**src/rtl/load_store_unit_pkg.sv**
```systemverilog
`timescale 1ns/1ps
`default_nettype none
// +----------------------------------------------------------------------------+
// | load_store_unit_pkg                                                        |
// | Shared funct3 codes, FSM states and store-lane helpers for the LSU.        |
// | Revision: 1.0                                                              |
// +----------------------------------------------------------------------------+
package load_store_unit_pkg;

   localparam logic [2:0] c_f3_lb  = 3'b000;
   localparam logic [2:0] c_f3_lh  = 3'b001;
   localparam logic [2:0] c_f3_lw  = 3'b010;
   localparam logic [2:0] c_f3_lbu = 3'b100;
   localparam logic [2:0] c_f3_lhu = 3'b101;

   localparam logic [3:0] c_be_byte = 4'b0001;
   localparam logic [3:0] c_be_half = 4'b0011;
   localparam logic [3:0] c_be_word = 4'b1111;

   typedef enum logic [1:0] {
      ST_IDLE = 2'd0,
      ST_REQ  = 2'd1,
      ST_WAIT = 2'd2,
      ST_RESP = 2'd3
   } lsu_state_e;

   // Unsigned loads have no store form, so BU/HU with we=1 are illegal too.
   function automatic logic access_err(input logic we, input logic [2:0] f3,
                                       input logic [1:0] lo);
      case (f3)
         c_f3_lb:  access_err = 1'b0;
         c_f3_lh:  access_err = lo[0];
         c_f3_lw:  access_err = |lo;
         c_f3_lbu: access_err = we;
         c_f3_lhu: access_err = we | lo[0];
         default:  access_err = 1'b1;
      endcase
   endfunction

   function automatic logic [3:0] store_be(input logic [1:0] size, input logic [1:0] lo);
      case (size)
         2'b00:   store_be = c_be_byte << lo;
         2'b01:   store_be = c_be_half << {lo[1], 1'b0};
         default: store_be = c_be_word;
      endcase
   endfunction

   function automatic logic [31:0] store_wdata(input logic [1:0] size, input logic [31:0] d);
      case (size)
         2'b00:   store_wdata = {4{d[7:0]}};
         2'b01:   store_wdata = {2{d[15:0]}};
         default: store_wdata = d;
      endcase
   endfunction

endpackage
`default_nettype wire

```
**src/rtl/load_store_unit_if.sv**
```systemverilog
`timescale 1ns/1ps
`default_nettype none
// +----------------------------------------------------------------------------+
// | load_store_unit_if                                                         |
// | req/gnt/rvalid data-memory port between the LSU and data memory.           |
// | Revision: 1.0                                                              |
// +----------------------------------------------------------------------------+
interface load_store_unit_if #(
   parameter int ADDR_W = 32
) ();
   logic              dmem_req;
   logic              dmem_we;
   logic [ADDR_W-1:0] dmem_addr;
   logic [3:0]        dmem_be;
   logic [31:0]       dmem_wdata;
   logic              dmem_gnt;
   logic              dmem_rvalid;
   logic [31:0]       dmem_rdata;

   modport master (
      output dmem_req, dmem_we, dmem_addr, dmem_be, dmem_wdata,
      input  dmem_gnt, dmem_rvalid, dmem_rdata
   );

   modport slave (
      input  dmem_req, dmem_we, dmem_addr, dmem_be, dmem_wdata,
      output dmem_gnt, dmem_rvalid, dmem_rdata
   );
endinterface
`default_nettype wire

```
**src/rtl/load_store_unit_load_align.sv**
```systemverilog
`timescale 1ns/1ps
`default_nettype none
// +----------------------------------------------------------------------------+
// | lsu_load_align                                                             |
// | Selects the addressed byte/half of a memory word and sign/zero-extends it. |
// | Revision: 1.0                                                              |
// +----------------------------------------------------------------------------+
module lsu_load_align
   import load_store_unit_pkg::*;
(
   input  logic [31:0] i_rdata,
   input  logic [1:0]  i_addr_lo,
   input  logic [2:0]  i_funct3,
   output logic [31:0] o_data
);

   logic [7:0]  w_byte;
   logic [15:0] w_half;

   always_comb begin
      w_byte = i_rdata[7:0];
      case (i_addr_lo)
         2'd0: w_byte = i_rdata[7:0];
         2'd1: w_byte = i_rdata[15:8];
         2'd2: w_byte = i_rdata[23:16];
         2'd3: w_byte = i_rdata[31:24];
         default: w_byte = i_rdata[7:0];
      endcase
   end

   // Halfword loads only reach here aligned, so addr[1] alone picks the half.
   assign w_half = i_addr_lo[1] ? i_rdata[31:16] : i_rdata[15:0];

   always_comb begin
      o_data = i_rdata;
      case (i_funct3)
         c_f3_lb:  o_data = {{24{w_byte[7]}}, w_byte};
         c_f3_lh:  o_data = {{16{w_half[15]}}, w_half};
         c_f3_lbu: o_data = {24'h000000, w_byte};
         c_f3_lhu: o_data = {16'h0000, w_half};
         default:  o_data = i_rdata;
      endcase
   end

endmodule
`default_nettype wire

```
**src/rtl/load_store_unit.sv**
```systemverilog
`timescale 1ns/1ps
`default_nettype none
// +----------------------------------------------------------------------------+
// | load_store_unit                                                            |
// | RV32I data-memory access stage: request FSM, store lanes, load alignment.  |
// | Revision: 1.0                                                              |
// +----------------------------------------------------------------------------+
module load_store_unit
   import load_store_unit_pkg::*;
#(
   parameter int ADDR_W = 32,
   parameter int DATA_W = 32
) (
   input  logic              clk,
   input  logic              rst_n,
   input  logic              lsu_valid,
   input  logic              lsu_we,
   input  logic [2:0]        funct3,
   input  logic [ADDR_W-1:0] alu_output,
   input  logic [DATA_W-1:0] store_data,
   output logic              lsu_busy,
   output logic              lsu_done,
   output logic              misalign_err,
   output logic [DATA_W-1:0] Mem_ReadData,
   load_store_unit_if.master dmem
);

   lsu_state_e        r_state;
   logic              r_we;
   logic [2:0]        r_funct3;
   logic [1:0]        r_addr_lo;
   logic [ADDR_W-1:0] r_addr;
   logic [3:0]        r_be;
   logic [31:0]       r_wdata;
   logic [DATA_W-1:0] r_rdata;
   logic              r_req;
   logic              r_busy;
   logic              r_done;
   logic              r_misalign;

   logic              w_err;
   logic [31:0]       w_load_data;

   assign w_err = access_err(lsu_we, funct3, alu_output[1:0]);

   lsu_load_align u_load_align (
      .i_rdata   (dmem.dmem_rdata),
      .i_addr_lo (r_addr_lo),
      .i_funct3  (r_funct3),
      .o_data    (w_load_data)
   );

   // Outputs are decoded into registers alongside the state so that reset
   // clears them immediately and they never glitch on input changes.
   always_ff @(posedge clk or negedge rst_n) begin
      if (!rst_n) begin
         r_state    <= ST_IDLE;
         r_we       <= 1'b0;
         r_funct3   <= 3'b000;
         r_addr_lo  <= 2'b00;
         r_addr     <= '0;
         r_be       <= 4'b0000;
         r_wdata    <= 32'h0;
         r_rdata    <= '0;
         r_req      <= 1'b0;
         r_busy     <= 1'b0;
         r_done     <= 1'b0;
         r_misalign <= 1'b0;
      end else begin
         case (r_state)
            ST_IDLE: begin
               if (lsu_valid) begin
                  r_we      <= lsu_we;
                  r_funct3  <= funct3;
                  r_addr_lo <= alu_output[1:0];
                  r_addr    <= {alu_output[ADDR_W-1:2], 2'b00};
                  r_be      <= lsu_we ? store_be(funct3[1:0], alu_output[1:0]) : c_be_word;
                  r_wdata   <= store_wdata(funct3[1:0], store_data);
                  r_busy    <= 1'b1;
                  if (w_err) begin
                     r_done     <= 1'b1;
                     r_misalign <= 1'b1;
                     r_state    <= ST_RESP;
                  end else begin
                     r_req   <= 1'b1;
                     r_state <= ST_REQ;
                  end
               end
            end
            ST_REQ: begin
               if (dmem.dmem_gnt) begin
                  r_req <= 1'b0;
                  if (r_we) begin
                     r_done  <= 1'b1;
                     r_state <= ST_RESP;
                  end else begin
                     r_state <= ST_WAIT;
                  end
               end
            end
            ST_WAIT: begin
               if (dmem.dmem_rvalid) begin
                  r_rdata <= w_load_data;
                  r_done  <= 1'b1;
                  r_state <= ST_RESP;
               end
            end
            ST_RESP: begin
               r_done     <= 1'b0;
               r_misalign <= 1'b0;
               r_busy     <= 1'b0;
               r_state    <= ST_IDLE;
            end
            default: r_state <= ST_IDLE;
         endcase
      end
   end

   assign lsu_busy        = r_busy;
   assign lsu_done        = r_done;
   assign misalign_err    = r_misalign;
   assign Mem_ReadData    = r_rdata;
   assign dmem.dmem_req   = r_req;
   assign dmem.dmem_we    = r_we;
   assign dmem.dmem_addr  = r_addr;
   assign dmem.dmem_be    = r_be;
   assign dmem.dmem_wdata = r_wdata;

endmodule
`default_nettype wire

```
**src/flat_wrapper.sv**
```systemverilog
// flat-port wrapper written by rule: the top's interface ports become plain ports
module load_store_unit_flat import load_store_unit_pkg::*;
#(
   parameter int ADDR_W = 32,
   parameter int DATA_W = 32
)
  (clk, rst_n, lsu_valid, lsu_we, funct3, alu_output, store_data, lsu_busy, lsu_done, misalign_err, Mem_ReadData, dmem_dmem_req, dmem_dmem_we, dmem_dmem_addr, dmem_dmem_be, dmem_dmem_wdata, dmem_dmem_gnt, dmem_dmem_rvalid, dmem_dmem_rdata);
  load_store_unit_if #(.ADDR_W(ADDR_W)) dmem_i ();
  input  logic clk;
  input  logic rst_n;
  input  logic lsu_valid;
  input  logic lsu_we;
  input  logic [2:0] funct3;
  input  logic [ADDR_W-1:0] alu_output;
  input  logic [DATA_W-1:0] store_data;
  output logic lsu_busy;
  output logic lsu_done;
  output logic misalign_err;
  output logic [DATA_W-1:0] Mem_ReadData;
  output wire logic [$bits(dmem_i.dmem_req)-1:0] dmem_dmem_req;
  output wire logic [$bits(dmem_i.dmem_we)-1:0] dmem_dmem_we;
  output wire logic [$bits(dmem_i.dmem_addr)-1:0] dmem_dmem_addr;
  output wire logic [$bits(dmem_i.dmem_be)-1:0] dmem_dmem_be;
  output wire logic [$bits(dmem_i.dmem_wdata)-1:0] dmem_dmem_wdata;
  input wire logic [$bits(dmem_i.dmem_gnt)-1:0] dmem_dmem_gnt;
  input wire logic [$bits(dmem_i.dmem_rvalid)-1:0] dmem_dmem_rvalid;
  input wire logic [$bits(dmem_i.dmem_rdata)-1:0] dmem_dmem_rdata;
  assign dmem_dmem_req = dmem_i.dmem_req;
  assign dmem_dmem_we = dmem_i.dmem_we;
  assign dmem_dmem_addr = dmem_i.dmem_addr;
  assign dmem_dmem_be = dmem_i.dmem_be;
  assign dmem_dmem_wdata = dmem_i.dmem_wdata;
  assign dmem_i.dmem_gnt = dmem_dmem_gnt;
  assign dmem_i.dmem_rvalid = dmem_dmem_rvalid;
  assign dmem_i.dmem_rdata = dmem_dmem_rdata;
  load_store_unit #(.ADDR_W(ADDR_W), .DATA_W(DATA_W)) u_core (.clk(clk), .rst_n(rst_n), .lsu_valid(lsu_valid), .lsu_we(lsu_we), .funct3(funct3), .alu_output(alu_output), .store_data(store_data), .lsu_busy(lsu_busy), .lsu_done(lsu_done), .misalign_err(misalign_err), .Mem_ReadData(Mem_ReadData), .dmem(dmem_i));
endmodule
```
**config.mk**
```make
export PLATFORM = sky130hd
export DESIGN_NAME = load_store_unit_flat
export DESIGN_NICKNAME = d
export VERILOG_FILES = /design/src/rtl/load_store_unit_pkg.sv /design/src/rtl/load_store_unit_if.sv /design/src/rtl/load_store_unit_load_align.sv /design/src/rtl/load_store_unit.sv /design/src/flat_wrapper.sv
export SDC_FILE = /design/constraint.sdc
export NUM_CORES = 1
export LEC_CHECK = 0
export BUFFER_PORTS_ARGS = -buffer_cell sky130_fd_sc_hd__buf_2
export CAP_MARGIN = 30
export CORE_MARGIN = 2
export CORE_UTILIZATION = 48
export CTS_BUF_LIST = sky130_fd_sc_hd__clkbuf_16
export DETAILED_ROUTE_END_ITERATION = 12
export PLACE_DENSITY = 0.86
export SYNTH_ARGS = -nofsm -noshare
export SYNTH_HDL_FRONTEND = slang
export SYNTH_SLANG_ARGS = --single-unit
```
**constraint.sdc**
```tcl
create_clock -name clk -period 2.5 [get_ports clk]
set_input_delay 0.375 -clock clk [delete_from_list [all_inputs] [get_ports clk]]
set_output_delay 0.375 -clock clk [all_outputs]
set_load 0.01 [all_outputs]
```
==> impl_metrics.csv, run 1 <==
group,metric,value,unit
pwr,p_seq_share,39.3,%
clocking,post_cts_resize_count,0,
critical_path,start_kind,"flop",
finish,area_growth,28.87,%
synthesis,syn-cell-area,5135,um2
synthesis,synth_edf_count,0,
synthesis,yosysTopAreaCell,"dfrtp_1",
floorplan,top_level_ports,210,
clocking,cts-root-buf,"clkbuf_16",
drt,ant_nets,0,
synthesis,synth.distinct_cells,40,
critical_path,required,2760,ps
floorplan,start_util,49.52,%
sta,tightest_slew,524.5,ps
sta,max_freq,508.5,MHz
drt,drc,0,
finish,fin_util,63.82,%
clocking,ctsHoldBuffers,1,
critical_path,cp.arrival,2230,ps
synthesis,synthCells,569,
pwr,pwr-share-clk,18.4,%
synthesis,syn_area_per_cell,9.024,um2
pwr,power.internal,4.903,mW
pwr,swShare,38.81,%
synthesis,ys_async_sr_fraction,100.0,%
pwr,p_comb_share,42.3,%
placed_design,gp_congestion,0.9441,
sta,finalSetupTns,0,ps
clocking,clock_path_buffers,2,
sta,finClkSkew,5.905,ps
finish,layout.nets,870,
status,status,"finished clean",
placed_design,io_buffer_count,207,
synthesis,yosysSeqAreaShare,53.61,%
floorplan,core-area,10370,um2
sta,finalSetupViolCount,0,
critical_path,critPathMaxFanout,29,
grt,gr-total-overflow,0,
synthesis,ys_ff_latch,110,
sta,finalHoldViolations,0,
clocking,clk_pin_slew_worst_paths,70,ps
drt,first_iter_violations,375,
clocking,post_cts_buffers,0,
synthesis,synth_top_area_share,53.61,%
drt,first_pass_iters,5,
clocking,cts_buffers,9,
grt,grt_pass1_vias,4771,
sta,fin_crit,1967,ps
sta,slew-limit-headroom,65.03,%
clocking,insertion_delay,340,ps
finish,stdcell_area,6618,um2
drt,routed_wl,14210,um
sta,maxSlewViolCount,0,
sta,finalCritPeriodShare,78.67,%
flow_run,maxCapViolCount,0,
finish,drive_above_1_share,32.94,%
drt,vias,4770,
sta,grt_setup_unrepaired,"no",
drt,via_per_inst,5.288,
synthesis,ys.flop_type,"dfrtp_1",
floorplan,die_h,107.4,um
clocking,clkSinkCount,110,
worst_hold_path,hold_class,"in -> reg",
grt,antenna_found_initial,1,
synthesis,synth_area_leaders,"dfrtp_1 (54%), nand2_1 (14%), mux2i_1 (5.5%), o21ai_0 (4.1%), a21oi_1 (3.4%)",
grt,grt_usage,25.01,%
pwr,leakage,3.444,nW
synthesis,ys_warn_count,0,
floorplan,rows,37,
grt,grt_max_degree,92,
floorplan,die_area,11540,um2
critical_path,critical_path.endpoint_type,"flop",
floorplan,die_w,107.4,um
grt,grt_pass1_wl,22640,um
pwr,vdd_drop_max,0.0005431,V
clocking,tritoncts,"built",
placed_design,dp_hpwl,10840,um
placed_design,place_area,6301,um2
critical_path,criticalPathCategory,"reg -> reg",
pwr,p_switching,3.110,mW
pwr,total_power,8.013,mW
pwr,power_density,1211,nW/um2
drt,detail_route.wl_per_cell,15.76,um
clocking,htree_num_levels,3,
[Yosys cell counts (2+ instances only)]
library cell  count
nand2_1         193
dfrtp_1         110
o21ai_0          42
a21oi_1          35
nor2_1           32
clkbuf_1         30
mux2i_1          28
nand2b_1         11
inv_1            10
nand3b_1          8
nor3_1            8
a31oi_1           7
mux2_2            7
o221a_2           7
buf_1             4
ha_1              4
nor2b_1           3
a221oi_1          2
and2_1            2
buf_4             2
buf_6             2
mux4_2            2
nand3_1           2
o21a_1            2
[cell type report]
type                            instances  area [um2]
Fill cell                             879        3752
Sequential cell                       110        2753
Multi-Input combinational cell        411        2182
Timing Repair Buffer                  219        1169
Clock buffer                            9       225.2
Tap cell                              136       170.2
Clock inverter                          6       78.83
Inverter                               10       37.54
Antenna cell                            1       2.502
[state kept, by name, summed over array words and instances (netlist names), 2 cells and up]
name and flops:
u_core.dmem.dmem_wdata 32, u_core.dmem.dmem_be 4, u_core.r_state 2, u_core.r_addr_lo 2, u_core.r_funct3 3, u_core.Mem_ReadData 32, u_core.dmem.dmem_addr 30
[worst max-delay path, stage by stage, from the launching register on]
cell	delay (ps)
dfrtp_1	410
inv_1	140
ha_1	400
and2_2	520
buf_12	230
nor2_1	60
a21oi_1	120
[per-stage QoR]
stage | std cells | hold slack (ps) | setup WS, ps
floorplan | 570 | 79.41 | 711.2
global placement | 885 | 344.7 | 681.2
detailed placement | 885 | 356.1 | 574.7
CTS | 901 | 212.0 | 558.4
global route | 902 | 222.8 | 349.5
finish | 902 | 224.4 | 533.3
[power by group through the flow]
| stage | combinational, mW | clock [mW] | sequential, mW |
|---|---|---|---|
| after CTS | 3.41 | 1.51 | 3.15 |
| after detailed placement | 3.41 | 0 | 3.16 |
| after floorplan | 1.67 | 0 | 3.45 |
| after global routing | 3.79 | 1.57 | 3.25 |
| after global placement | 3.28 | 0 | 3.12 |
| final | 3.39 | 1.47 | 3.15 |
[cells in the final DEF, fill, tap and decap left out, types with 2 or more instances in the layout]
cell type	instances
a221oi_1	2
inv_1	11
nor2_1	32
conb_1	2
o21ai_0	42
nand2_1	192
clkbuf_16	9
buf_4	9
buf_12	3
nor3_1	8
buf_2	206
clkinv_1	2
ha_1	4
mux2i_1	28
nand3b_1	8
o221a_2	7
a31oi_1	7
a21oi_1	35
mux4_2	2
o21a_1	2
nand3_1	2
nor2b_1	3
nand2b_1	11
bufinv_16	2
mux2_2	7
dfrtp_1	110
[routing by layer]
layer	track usage [%]	share of wire, %
met1	30.56	40
met4	10.16	2.6
met3	5.932	9.6
met5	0	0
met2	42.68	48
[cells by family (layout without fill, tap and decap cells)]
| logic type | count (synthesis) | after routing | synth area share, % |
|---|---|---|---|
| and+or+nand+nor | 265 | 265 | 21.47 |
| DFF | 110 | 110 | 53.61 |
| AOI/OAI and AO/OA | 103 | 103 | 11.96 |
| buffers and inverters | 49 | 244 | 4.045 |
| muxes | 37 | 37 | 7.870 |
| adders and majority gates | 4 | 4 | 0.9747 |
| other | 1 | 3 | 0.07303 |
[path summary, 6_finish.rpt]
check / start / to / slack, ps / depth (start not counted)
max reg2reg: u_core.r_state[0]$_DFFE_PN0P_ / u_core.dmem.dmem_be[1]$_DFFE_PN0P_ / 530 / 6
min reg2reg: u_core.dmem.dmem_addr[16]$_DFFE_PN0P_ / u_core.dmem.dmem_addr[16]$_DFFE_PN0P_ / 480 / 2
max: u_core.r_state[0]$_DFFE_PN0P_ / u_core.dmem.dmem_be[1]$_DFFE_PN0P_ / 530 / 6
max in group asynchronous: rst_n / u_core.Mem_ReadData[17]$_DFFE_PN0P_ / 1170 / 3
min in group asynchronous: rst_n / u_core.Mem_ReadData[27]$_DFFE_PN0P_ / 520 / 2
min: alu_output[16] / u_core.dmem.dmem_addr[16]$_DFFE_PN0P_ / 220 / 3
No activity file was read; power rests on OpenSTA's default activity.
==> run 2: changes to the inputs <==
ABC_AREA = 1   (was unset)
CORE_UTILIZATION = 44   (was 48)
PLACE_DENSITY = 0.82   (was 0.86)
clock period = 1.6 ns   (was 2.5 ns; I/O delays follow)
==> impl_metrics.csv, run 2 <==
group,metric,value,unit
drt,first_pass_iters,5,
grt,grt_pass1_wl,24160,um
clocking,clkSinkCount,110,
grt,grtUsageMet3,6.194,%
grt,grtUsageMet1,30.01,%
critical_path,r2r_cells,8,
finish,final_common_cell,"nand2_1",
critical_path,max_stage_delay,400,ps
pwr,power.internal,7.721,mW
clocking,clk_pin_slew_worst_paths,80,ps
critical_path,rr_endpoint,"u_core.r_state[0]$_DFFE_PN0P_",
pwr,vdd_drop_max,0.0009391,V
floorplan,die_area,13090,um2
floorplan,rows,40,
critical_path,rrSetupSlack,100,ps
critical_path,criticalPathCategory,"reg -> reg",
synthesis,synth_edf_count,0,
finish,fin_util,57.91,%
grt,grt_pass1_vias,4993,
critical_path,cp.arrival,1740,ps
critical_path,r2r_start,"u_core.r_state[0]$_DFFE_PN0P_",
synthesis,synth_area_leaders,"dfrtp_1 (51%), nand2_1 (19%), a21oi_1 (6.5%), inv_1 (3.8%), o21ai_0 (3.6%)",
synthesis,yosysMostFrequentCell,"nand2_1",
critical_path,required,1840,ps
drt,vias,5326,
critical_path,start_kind,"flop",
sta,finalSetupViolCount,0,
floorplan,start_util,44.85,%
sta,maxSlewViolCount,0,
placed_design,dp_hpwl,11030,um
synthesis,ys_warn_count,0,
drt,routed_wl,15320,um
critical_path,crit_slowest_cell,"dfrtp_1",
synthesis,yosysSeqAreaShare,51.31,%
drt,first_iter_violations,439,
synthesis,yosysTopAreaCell,"dfrtp_1",
critical_path,cp.depth,8,
synthesis,synth_top_area_share,51.31,%
synthesis,syn-cell-area,5365,um2
worst_hold_path,hold_path_depth,3,
pwr,p_seq_share,36.8,%
floorplan,core-area,11960,um2
finish,layout.nets,998,
drt,detail_route.wl_per_cell,14.66,um
sta,finalCritPeriodShare,93.74,%
pwr,p_comb_share,46.9,%
drt,ant_nets,0,
clocking,cts_buffers,9,
sta,grt_setup_unrepaired,"yes",
clocking,cts-root-buf,"clkbuf_16",
floorplan,die_h,114.4,um
finish,area_growth,29.10,%
synthesis,ys.flop_type,"dfrtp_1",
worst_hold_path,min_to,"u_core.dmem.dmem_addr[29]$_DFFE_PN0P_",
grt,use_met2,37.20,%
clocking,clock_path_buffers,2,
worst_hold_path,hp-start,"alu_output[29]",
critical_path,cp_num_buf_inv,2,
critical_path,path_cells,"buf_4 > ha_1 > inv_1 > o21ai_1 > nor2_2 > o21ai_0 > nand2_1 > o21ai_0",
sta,setup_slack,100.1,ps
worst_hold_path,hold_class,"in -> reg",
pwr,p_switching,5.589,mW
synthesis,ys_async_sr_fraction,100.0,%
synthesis,synth.distinct_cells,25,
flow_run,maxCapViolCount,0,
sta,finalHoldViolations,0,
placed_design,gp_congestion,0.9078,
floorplan,die_w,114.4,um
grt,busiest_layer,"met2",
finish,fillers,1125,
sta,finClkSkew,5.991,ps
grt,antenna_found_initial,5,
synthesis,syn_area_per_cell,7.798,um2
grt,gr-total-overflow,0,
pwr,pwr-share-clk,16.2,%
clocking,tritoncts,"built",
synthesis,ys_ff_latch,110,
synthesis,synthCells,688,
sta,fin_crit,1500,ps
drt,via_per_inst,5.097,
placed_design,place_inst,1021,
clocking,htree_num_levels,3,
drt,drc,0,
critical_path,critPathMaxFanout,5,
grt,grt_usage,23.46,%
placed_design,io_buffer_count,207,
pwr,total_power,13.31,mW
synthesis,synth_common_cells,"nand2_1 (271), dfrtp_1 (110), a21oi_1 (70), inv_1 (54), o21ai_0 (39)",
clocking,insertion_delay,350,ps
placed_design,post-place-ws,-9.204,ps
finish,final_cell_mix,"nand2_1 (270), buf_2 (206), dfrtp_1 (110)",
sta,hold_slack,69.76,ps
finish,drive_above_1_share,31.77,%
critical_path,critical_path.endpoint_type,"flop",
critical_path,critPathTopFamily,"flip-flops",
floorplan,top_level_ports,210,
pwr,leakage,3.912,nW
status,status,"finished clean",
finish,final_cells,1045,
pwr,swShare,41.99,%
critical_path,path_common_cell,"o21ai_0",
pwr,power_density,1922,nW/um2
grt,grt_max_degree,79,
sta,max_freq,666.7,MHz
-- run 2: changes by cell type in the layout (fill, tap and decap cells not counted), moves of 15 or more --
| cell | change |
|---|---|
| a21oi_1 | +34 |
| inv_1 | +44 |
| mux2i_1 | -28 |
| nand2_1 | +78 |
| nand3_1 | +34 |
| nor2_1 | -16 |
| or2_2 | +15 |
-- run 2: cell families (layout without fill, tap and decap cells) --
logic type / after synthesis / in the layout / share of synthesized area, %
fa+ha+maj: 4 / 4 / 0.9329
compound gates: 119 / 119 / 11.22
simple gates: 358 / 358 / 28.36
flops: 110 / 110 / 51.31
other cells: 1 / 6 / 0.06990
buf+inv: 96 / 301 / 8.116
-- run 2: layer usage --
| metal | share of wire, % | vias up | wire, um |
|---|---|---|---|
| li1 | - | 2573 | - |
| met1 | 40 | 2452 | 6177 |
| met2 | 47 | 257 | 7192 |
| met3 | 9.1 | 42 | 1392 |
| met4 | 3.5 | 2 | 538 |
| met5 | 0.085 | - | 13 |
-- run 2: worst register-to-register path: cells and delay by family, from the launching register on --
family,cells,cell delay (ps)
AOI/OAI and AO/OA,3,270
and+or+nand+nor,2,250
DFF,1,400
buffers and inverters,2,230
adders and majority gates,1,220
-- run 2: power groups by stage --
stage / Combinational, mW / Clock, mW / Sequential [mW]
after floorplan: 3.29 / 0 / 5.40
after global placement: 5.92 / 0 / 4.92
after detailed placement: 6.14 / 0 / 4.90
after CTS: 6.20 / 2.20 / 4.90
after global routing: 7.02 / 2.33 / 5.06
final: 6.25 / 2.16 / 4.90
-- run 2: cell type report --
type | count | area [um2] | share of cell area [%]
antenna | 4 | 10.01 | 0.1445
inverter | 58 | 220.2 | 3.179
tap | 147 | 183.9 | 2.655
sequential | 110 | 2753 | 39.74
clock inverter | 7 | 56.30 | 0.8129
clock buffer | 9 | 225.2 | 3.251
timing repair buffer | 227 | 1266 | 18.28
multi-input combinational | 483 | 2212 | 31.94
-- run 2: timing repair --
item / in CTS / in global routing
endpoints found under the setup margin: 1 / 34
setup buffers: 3 / 0
resized for setup: 0 / 8
hold buffers: 1 / 0
endpoints found under the hold margin: 110 / 0
pin swaps: 1 / 1
-- run 2: per-stage QoR --
step           setup TNS [ps]  instance area [um2]
2_1_floorplan               0                 5369
3_3_place_gp                0                 6571
3_5_place_dp           -9.204                 6571
4_1_cts                     0                 6885
5_1_grt                -5.227                 6924
6_report                    0                 6927
-- run 2: worst max-delay path by stage --
stage / from / to / slack [ps]
finish: u_core.r_state[0]$_DFFE_PN0P_ / u_core.r_state[0]$_DFFE_PN0P_ / 100
global route: u_core.r_state[0]$_DFFE_PN0P_ / u_core.Mem_ReadData[7]$_DFFE_PN0P_ / -4
CTS: u_core.r_state[0]$_DFFE_PN0P_ / u_core.r_state[0]$_DFFE_PN0P_ / 20
detailed placement: u_core.r_state[0]$_DFFE_PN0P_ / u_core.r_state[0]$_DFFE_PN0P_ / -9
global placement: u_core.r_state[0]$_DFFE_PN0P_ / u_core.r_state[0]$_DFFE_PN0P_ / 60
floorplan: u_core.r_state[0]$_DFFE_PN0P_ / u_core.r_state[0]$_DFFE_PN0P_ / 110
